<file path="config.mk">
export PLATFORM = sky130hd
export DESIGN_NAME = spi_reg_bridge
export DESIGN_NICKNAME = d
export VERILOG_FILES = /design/src/rtl/spi_bridge_pkg.sv /design/src/rtl/spi_word_buf.sv /design/src/rtl/spi_reg_bridge.sv
export SDC_FILE = /design/constraint.sdc
export NUM_CORES = 1
export LEC_CHECK = 0
export ABC_AREA = 1
export BUFFER_PORTS_ARGS = -buffer_cell sky130_fd_sc_hd__buf_2
export CORE_MARGIN = 2
export CORE_UTILIZATION = 50
export CTS_CLUSTER_SIZE = 10
export DETAILED_ROUTE_END_ITERATION = 7
export PLACE_DENSITY = 0.74
export SLEW_MARGIN = 20
export SYNTH_ARGS = -nofsm -noshare
export SYNTH_HDL_FRONTEND = slang
export SYNTH_HIERARCHICAL = 1
export SYNTH_SLANG_ARGS = --single-unit
</file>
<file path="constraint.sdc">
create_clock -name clk -period 2.2 [get_ports clk]
set_input_delay 0.11 -clock clk [delete_from_list [all_inputs] [get_ports clk]]
set_output_delay 0.11 -clock clk [all_outputs]
set_load 0.05 [all_outputs]
</file>
<file path="src/rtl/spi_bridge_pkg.sv">
// Shared types and constants for the SPI-to-register bridge.
// Header layout, FSM states and parameter legality helper.
package spi_bridge_pkg;

    typedef enum logic [2:0] {
        IDLE,
        ADDR_HI,
        WR_DATA,
        RD_FETCH,
        RD_DATA
    } state_t;

    localparam int HDR_WR_BIT    = 7;
    localparam int HDR_INC_BIT   = 6;
    localparam int HDR_ADDR_LSBS = 6;

    function automatic bit params_ok(int aw, int dw);
        return (aw >= 6) && (aw <= 14) &&
               (dw >= 8) && (dw <= 32) && (dw % 8 == 0);
    endfunction

endpackage

</file>
<file path="src/rtl/spi_word_buf.sv">
// Word shift register: assembles write words MSB byte first,
// serialises read words and flags the final byte of a word.
module spi_word_buf #(
    parameter int DATA_W = 8
) (
    input  logic              clk,
    input  logic              rst_n,
    input  logic              clear,
    input  logic              load,
    input  logic [DATA_W-1:0] load_word,
    input  logic              push,
    input  logic              pop,
    input  logic [7:0]        data_in,
    output logic [DATA_W-1:0] next_word,
    output logic [7:0]        next_top,
    output logic              last,
    output logic              busy
);

    localparam int NB = DATA_W / 8;

    logic [DATA_W-1:0] word;
    logic [2:0]        cnt;

    assign next_word = DATA_W'({word, data_in});
    assign next_top  = 8'(DATA_W'({word, 8'h00}) >> (DATA_W - 8));
    assign last      = (cnt == 3'(NB - 1));
    assign busy      = (cnt != 3'd0);

    always_ff @(posedge clk or negedge rst_n) begin
        if (!rst_n) begin
            word <= '0;
            cnt  <= 3'd0;
        end else if (clear) begin
            cnt <= 3'd0;
        end else if (load) begin
            word <= load_word;
            cnt  <= 3'd0;
        end else if (push || pop) begin
            word <= push ? next_word : DATA_W'({word, 8'h00});
            cnt  <= last ? 3'd0 : cnt + 3'd1;
        end
    end

endmodule

</file>
<file path="src/rtl/spi_reg_bridge.sv">
// Bridge from SPI slave byte stream to register strobes,
// with multi-byte words and auto-incrementing bursts.
module spi_reg_bridge
    import spi_bridge_pkg::*;
#(
    parameter int ADDR_W = 6,
    parameter int DATA_W = 8
) (
    input  logic              clk,
    input  logic              rst_n,
    input  logic              frame_active,
    input  logic              byte_sync,
    input  logic [7:0]        data_in,
    output logic [7:0]        data_out,
    output logic              read,
    output logic              write,
    output logic [ADDR_W-1:0] addr,
    input  logic [DATA_W-1:0] data_read,
    output logic [DATA_W-1:0] data_write,
    output logic              frame_err
);

    if (!params_ok(ADDR_W, DATA_W)) begin : g_bad_params
        $error("spi_reg_bridge: illegal ADDR_W/DATA_W");
    end

    state_t            state;
    logic              is_wr;
    logic              incr;
    logic              armed;
    logic [DATA_W-1:0] next_word;
    logic [7:0]        next_top;
    logic              last;
    logic              busy;

    spi_word_buf #(.DATA_W(DATA_W)) u_buf (
        .clk       (clk),
        .rst_n     (rst_n),
        .clear     (!frame_active),
        .load      (frame_active && state == RD_FETCH),
        .load_word (data_read),
        .push      (frame_active && byte_sync && state == WR_DATA),
        .pop       (frame_active && byte_sync && state == RD_DATA),
        .data_in   (data_in),
        .next_word (next_word),
        .next_top  (next_top),
        .last      (last),
        .busy      (busy)
    );

    // armed blocks decoding of a frame already in flight at reset release
    always_ff @(posedge clk or negedge rst_n) begin
        if (!rst_n) begin
            state      <= IDLE;
            is_wr      <= 1'b0;
            incr       <= 1'b0;
            armed      <= 1'b0;
            addr       <= '0;
            data_write <= '0;
            data_out   <= 8'h00;
            read       <= 1'b0;
            write      <= 1'b0;
            frame_err  <= 1'b0;
        end else begin
            read      <= 1'b0;
            write     <= 1'b0;
            frame_err <= 1'b0;
            if (write && incr)
                addr <= addr + ADDR_W'(1);
            if (!frame_active) begin
                armed <= 1'b1;
                if (state != IDLE) begin
                    frame_err <= (state == ADDR_HI) ||
                                 (state == WR_DATA && busy);
                    state     <= IDLE;
                end
            end else begin
                unique case (state)
                    IDLE: if (byte_sync && armed) begin
                        is_wr <= data_in[HDR_WR_BIT];
                        incr  <= data_in[HDR_INC_BIT];
                        addr  <= ADDR_W'(data_in[HDR_ADDR_LSBS-1:0]);
                        if (ADDR_W > HDR_ADDR_LSBS) begin
                            state <= ADDR_HI;
                        end else if (data_in[HDR_WR_BIT]) begin
                            state <= WR_DATA;
                        end else begin
                            state <= RD_FETCH;
                            read  <= 1'b1;
                        end
                    end
                    ADDR_HI: if (byte_sync) begin
                        addr <= ADDR_W'({data_in,
                                         addr[HDR_ADDR_LSBS-1:0]});
                        if (is_wr) begin
                            state <= WR_DATA;
                        end else begin
                            state <= RD_FETCH;
                            read  <= 1'b1;
                        end
                    end
                    WR_DATA: if (byte_sync && last) begin
                        write      <= 1'b1;
                        data_write <= next_word;
                    end
                    RD_FETCH: begin
                        data_out <= 8'(data_read >> (DATA_W - 8));
                        state    <= RD_DATA;
                    end
                    RD_DATA: if (byte_sync) begin
                        if (last) begin
                            state <= RD_FETCH;
                            read  <= 1'b1;
                            if (incr)
                                addr <= addr + ADDR_W'(1);
                        end else begin
                            data_out <= next_top;
                        end
                    end
                    default: state <= IDLE;
                endcase
            end
        end
    end

endmodule

</file>
Word level (Yosys, flattened, before mapping):

Cells that the tools add are included.

* logic and storage cells: 83
* output and inout bits: 25
* register bits: 34
* input port bits: 20

* $add $sub $neg: 2
* muxes and demuxes: 37
* reduce and logical (&&, ||, !) cells: 20
* equal/unequal tests: 13

Operators by type and width (number)
* 6-bit two-way mux: 7
* 3-bit two-way mux: 10
* 6-bit case mux with 3 select lines: 1
* 8-bit two-way mux: 2
* 8-bit case mux with 2 select lines: 1
* 3-bit inequality test (second input constant): 5
* 3-bit case mux with 5 select lines: 1
* 1-bit two-way mux: 14
* 1-bit logical AND: 8
* 6-bit by 1-bit adder with 6-bit output (second input constant): 1
* 3-bit by 2-bit == test with 1-bit output (second input constant): 2
* 3-bit logical NOT: 2
* 2-bit inequality test (second input constant): 3
* 3-bit AND reduction: 2
* 6-bit AND reduction: 1
* 3-bit nonzero test: 2
* 4-bit AND reduction: 1
* 2-bit nonzero test: 2
* 3-bit by 1-bit adder with 3-bit output (second input constant): 1
* 3-bit by 1-bit == test with 1-bit output (second input constant): 1
* 3-bit == test (second input constant): 1
* 3-bit by 1-bit inequality test with 1-bit output (second input constant): 1
* 1-bit case mux with 3 select lines: 1
* 1-bit logical OR: 2

Logic depth before layout (Yosys ltp):

* depth in word-level cells: 7
* depth in mapped cells: 13
* mapped depth without buffers: 13

By module:

The synthesis kept the hierarchy.

By module, submodules not included
* spi_reg_bridge: area an instance 1830.5 um^2, instances 1, seq. area each 775.7 um^2, cells an instance 260
* spi_word_buf: area an instance 326.6 um^2, instances 1, seq. area each 75.1 um^2, cells an instance 42

Worst setup path before layout:

Ideal clock, no wire load.

* path kind: register to register
* from: register addr[1]
* to: register addr[1]
* data arrival time: 1579 ps
* required time: 2081 ps
* stages on the path, launching flop included: 8
* setup time: 119 ps
* slack: 502 ps
* clock period less this slack: 1698 ps
* buffers on the path: 0
* path through: dfrtp_1 > ha_1 > inv_1 > o21ai_0 > o21ai_0 > o21ai_0 > a21oi_1 > nor2_1

* cells in the longest elaborated chain, start to end: 7
* elaborated cells on any way between the ends: 9
* classes of those cells: add/sub: 1; mux: 8

RTL lines
* start, declared: line spi_reg_bridge.sv:17 `output logic [ADDR_W-1:0] addr,`
* start signal, assigned: line spi_reg_bridge.sv:69 `addr <= addr + ADDR_W'(1);`
* start signal, assigned: line spi_reg_bridge.sv:82 `addr <= ADDR_W'(data_in[HDR_ADDR_LSBS-1:0]);`
* start signal, assigned: line spi_reg_bridge.sv:93 `addr <= ADDR_W'({data_in,`
* 6-bit by 1-bit adder with 6-bit output: line spi_reg_bridge.sv:69, spi_reg_bridge.sv:115
* 6-bit two-way mux: line spi_reg_bridge.sv:68 `if (write && incr)`
* 6-bit two-way mux: line spi_reg_bridge.sv:114 `if (incr)`
* 6-bit two-way mux: line spi_reg_bridge.sv:111 `if (last) begin`
* 6-bit two-way mux: line spi_reg_bridge.sv:110 `RD_DATA: if (byte_sync) begin`
* 6-bit case mux with 3 select lines: line spi_reg_bridge.sv:78 `unique case (state)`
* 6-bit two-way mux *: line spi_reg_bridge.sv:70 `if (!frame_active) begin`

Every way passes the cells marked *; elsewhere a longest branch is shown, timed or not. The select of a mux whose other input is x is not followed.
A chain may end at the register's enable or synchronous reset.

Final worst setup path:

* from: register u_buf.cnt[0]
* to: register addr[1]

* cells in the longest elaborated chain, start to end: 5

RTL lines
* start, declared: line spi_word_buf.sv:23 `logic [2:0] cnt;`
* start signal, assigned: line spi_word_buf.sv:41 `cnt <= last ? 3'd0 : cnt + 3'd1;`
* 3-bit logical NOT: line spi_word_buf.sv:27 `assign last = (cnt == 3'(NB - 1));`
* named net last: line spi_reg_bridge.sv:33 `logic last;`
* 6-bit two-way mux: line spi_reg_bridge.sv:111
* 6-bit two-way mux: line spi_reg_bridge.sv:110
* 6-bit case mux with 3 select lines: line spi_reg_bridge.sv:78
* 6-bit two-way mux: line spi_reg_bridge.sv:70
* end signal, assigned: line spi_reg_bridge.sv:69
* end signal, assigned: line spi_reg_bridge.sv:82
* end signal, assigned: line spi_reg_bridge.sv:115 `addr <= addr + ADDR_W'(1);`

The timed path passes the listed nets, and every way through them passes these cells.

==> metrics.txt <==
status completed; RR Startpoint u_buf/cnt[0]; layout cells sized above 1 21.1%; Synth Warn # 6; max-slew violation count 0; Async SR Flop Fraction between 90% and 100%; Syn Inst Count about 300; Syn-to-layout area delta 14.1%; minimum clock period roughly 1.8 ns; vias 1,993; setup bufs post-CTS 0; hold_buf cts 1; count of input and output buffers between 40 and 50; Hold Path End data_write[5]; leading post-synthesis cells by cell area dfrtp_1 39%, nand2_1 18%, buf_4 5.9%, nand3_1 5.8%, nor2_1 5.0%; core area a little over 0.004 mm2; Design Area, Final 0.00246 mm2; r2r worst-path depth 11; power density cells 1530 mW/mm2; Multi-input gate area about 0.0011 mm2; die area approximately 0.005 mm2; Final Hold Viols 0; WL per Instance approximately 12 um; Sink Count 34; initial antenna violation count 0; TritonCTS clock tree done; RSZ-0062 raised after global routing false; Synth Area per Inst between 7 and 8 um2; Layout Cells excl Fill roughly 390; Antenna diodes 0; Skew-Pair Late Insertion Delay 0.29 ns; Die H about 70 um; FP Rows 23; FF/Latch Area 851 um2; die width 69.7 um; vias per inst about 5; # IOs 45; endpoint type of the worst setup path flop; ys flop type dfrtp_1; commonest non-fill, non-tap cells in the layout 101 x nand2_1, 44 x buf_2, 34 x dfrtp_1; Reg clk slew, reported paths approximately 0.070 ns; critical path data required time 2.39 ns; Max VDD drop 0.000750 V; crit start category flop; placed cell area roughly 0.0023 mm2; #FFs+latches synth 34; Clock Path Buffers 2; first-pass GRT wire length approximately 8700 um; Worst-Margin Slew around 0.77 ns; Initial DRC Count about 110; Nets between 300 and 400; DRT Wirelength 4880 um; critical setup path kind flop to flop; filler instances 389; vias in the first global route around 1,900; DRC errors left 0; Tcrit/Tclk final ~80%; mapped cell area roughly 0.0022 mm2; post-DP HPWL between 3000 and 4000 um; P_leak approximately 1.4 nW; Starting Density a little over half; Hold Crit Class input pin to flop; largest net degree at the start of global routing 35; Post-Place Cells between 300 and 400; Initial DRT Pass Iterations 4; Total GRT Usage 21.9%; R2R setup slack slightly below 0.4 ns; WHS Path Cells 3; Fmax achieved between 500 and 600 MHz; clock root cell clkbuf_8; WHS ~0.031 ns; Layout Utilization around three fifths; Max FO, Critical Path 7; htree depth 2; Max-Cap Viols 0; sequential area share after synthesis 39.4%; cell taking the most area after synthesis dfrtp_1; grt ovf 0; # resized after CTS 0; routability cong. ~0.94; Final Setup Violations 0; Hold Startpoint data_in[5]; Worst R2R End addr[1]; slew margin rel. between 40% and 50%; Post-synth EDFFs 0; library cells used by synthesis 29; setup_tns 0 ns; Yosys top cell area share approximately two fifths; Arr. time, crit path approximately 2 ns; clock skew around 0.0044 ns; ANT nets after route 0; CTS Buf Count 5; commonest non-fill, non-tap cell in the layout nand2_1
[report_power, final]
group / switching [mW] / total, mW / leakage, nW / internal, mW
Sequential: 0.215 / 1.09 / 0.429 / 0.871
Clock: 0.244 / 0.698 / 0.0683 / 0.454
Combinational: 1.48 / 1.99 / 0.868 / 0.515
Total: 1.93 / 3.78 / 1.37 / 1.84
[sequential cells by signal, summed over array words and instances (netlist names)]
signal,cells
addr,6
armed,1
data_out,8
data_write,8
frame_err,1
incr,1
is_wr,1
read,1
state,3
u_buf/cnt,3
write,1
[synth_stat cells (2+ instances only)]
cell,number
nand2_1,101
dfrtp_1,34
nor2_1,29
inv_1,26
nand3_1,25
buf_4,17
a21oi_1,11
a31oi_1,10
o21ai_0,8
nand2_2,6
inv_2,4
nand4_1,4
nor2_4,4
ha_1,3
o21ai_2,3
o21bai_1,3
buf_2,2
[stage by stage]
stage	setup WS, ns	power, mW
2_1_floorplan	0.502	2.65
3_5_place_dp	0.428	3.07
6_report	0.391	3.78
3_3_place_gp	0.527	3.05
4_1_cts	0.408	3.79
5_1_grt	0.176	4.05
[cell families after synthesis]
| kind of cell | count (synthesis) | share of synthesized area, % |
|---|---|---|
| flip-flops | 34 | 39.4 |
| adder cells (fa/ha/maj) | 3 | 1.74 |
| XOR/XNOR | 1 | 0.406 |
| AO/OA/AOI/OAI | 40 | 11.6 |
| buffers and inverters | 52 | 12.5 |
| other | 1 | 0.174 |
| AND/OR/NAND/NOR | 171 | 34.2 |
[final cells by class]
cell class	count	area share, %
multi-input combinational	223	43.2
sequential	34	34.6
timing repair buffer	45	9.35
inverter	31	4.73
clock buffer	5	2.80
clock inverter	3	2.80
tap	50	2.54
[worst max path at each step]
stage / cells past startpoint / slack (ns) / from / endpoint
2_1_floorplan: 7 / 0.50 / addr[1] / addr[1]
3_3_place_gp: 11 / 0.53 / u_buf/cnt[0] / addr[1]
3_5_place_dp: 11 / 0.43 / u_buf/cnt[0] / addr[1]
4_1_cts: 11 / 0.41 / u_buf/cnt[0] / addr[1]
5_1_grt: 11 / 0.18 / u_buf/cnt[0] / addr[1]
6_report: 11 / 0.39 / u_buf/cnt[0] / addr[1]
[routing by layer]
layer / track usage [%] / share of wire [%] / up-vias / wire length [um]
met3: 5.52 / 5.8 / 16 / 283
met2: 36.8 / 49 / 61 / 2370
met1: 27.2 / 43 / 901 / 2110
met5: 0 / 0 / - / 0
li1: - / - / 1015 / -
met4: 7.91 / 2.5 / 0 / 121
[worst max-delay path, stage by stage (launching register included)]
cell and delay (ns):
dfrtp_1 0.38, inv_1 0.09, ha_1 0.17, nand2_2 0.07, inv_1 0.11, nand3_1 0.18
inv_1 0.23, a21oi_1 0.10, o21ai_0 0.09, o21ai_0 0.10, a21oi_1 0.14, nor2_1 0.05
Note: power is estimated with default switching activity, not from simulation.
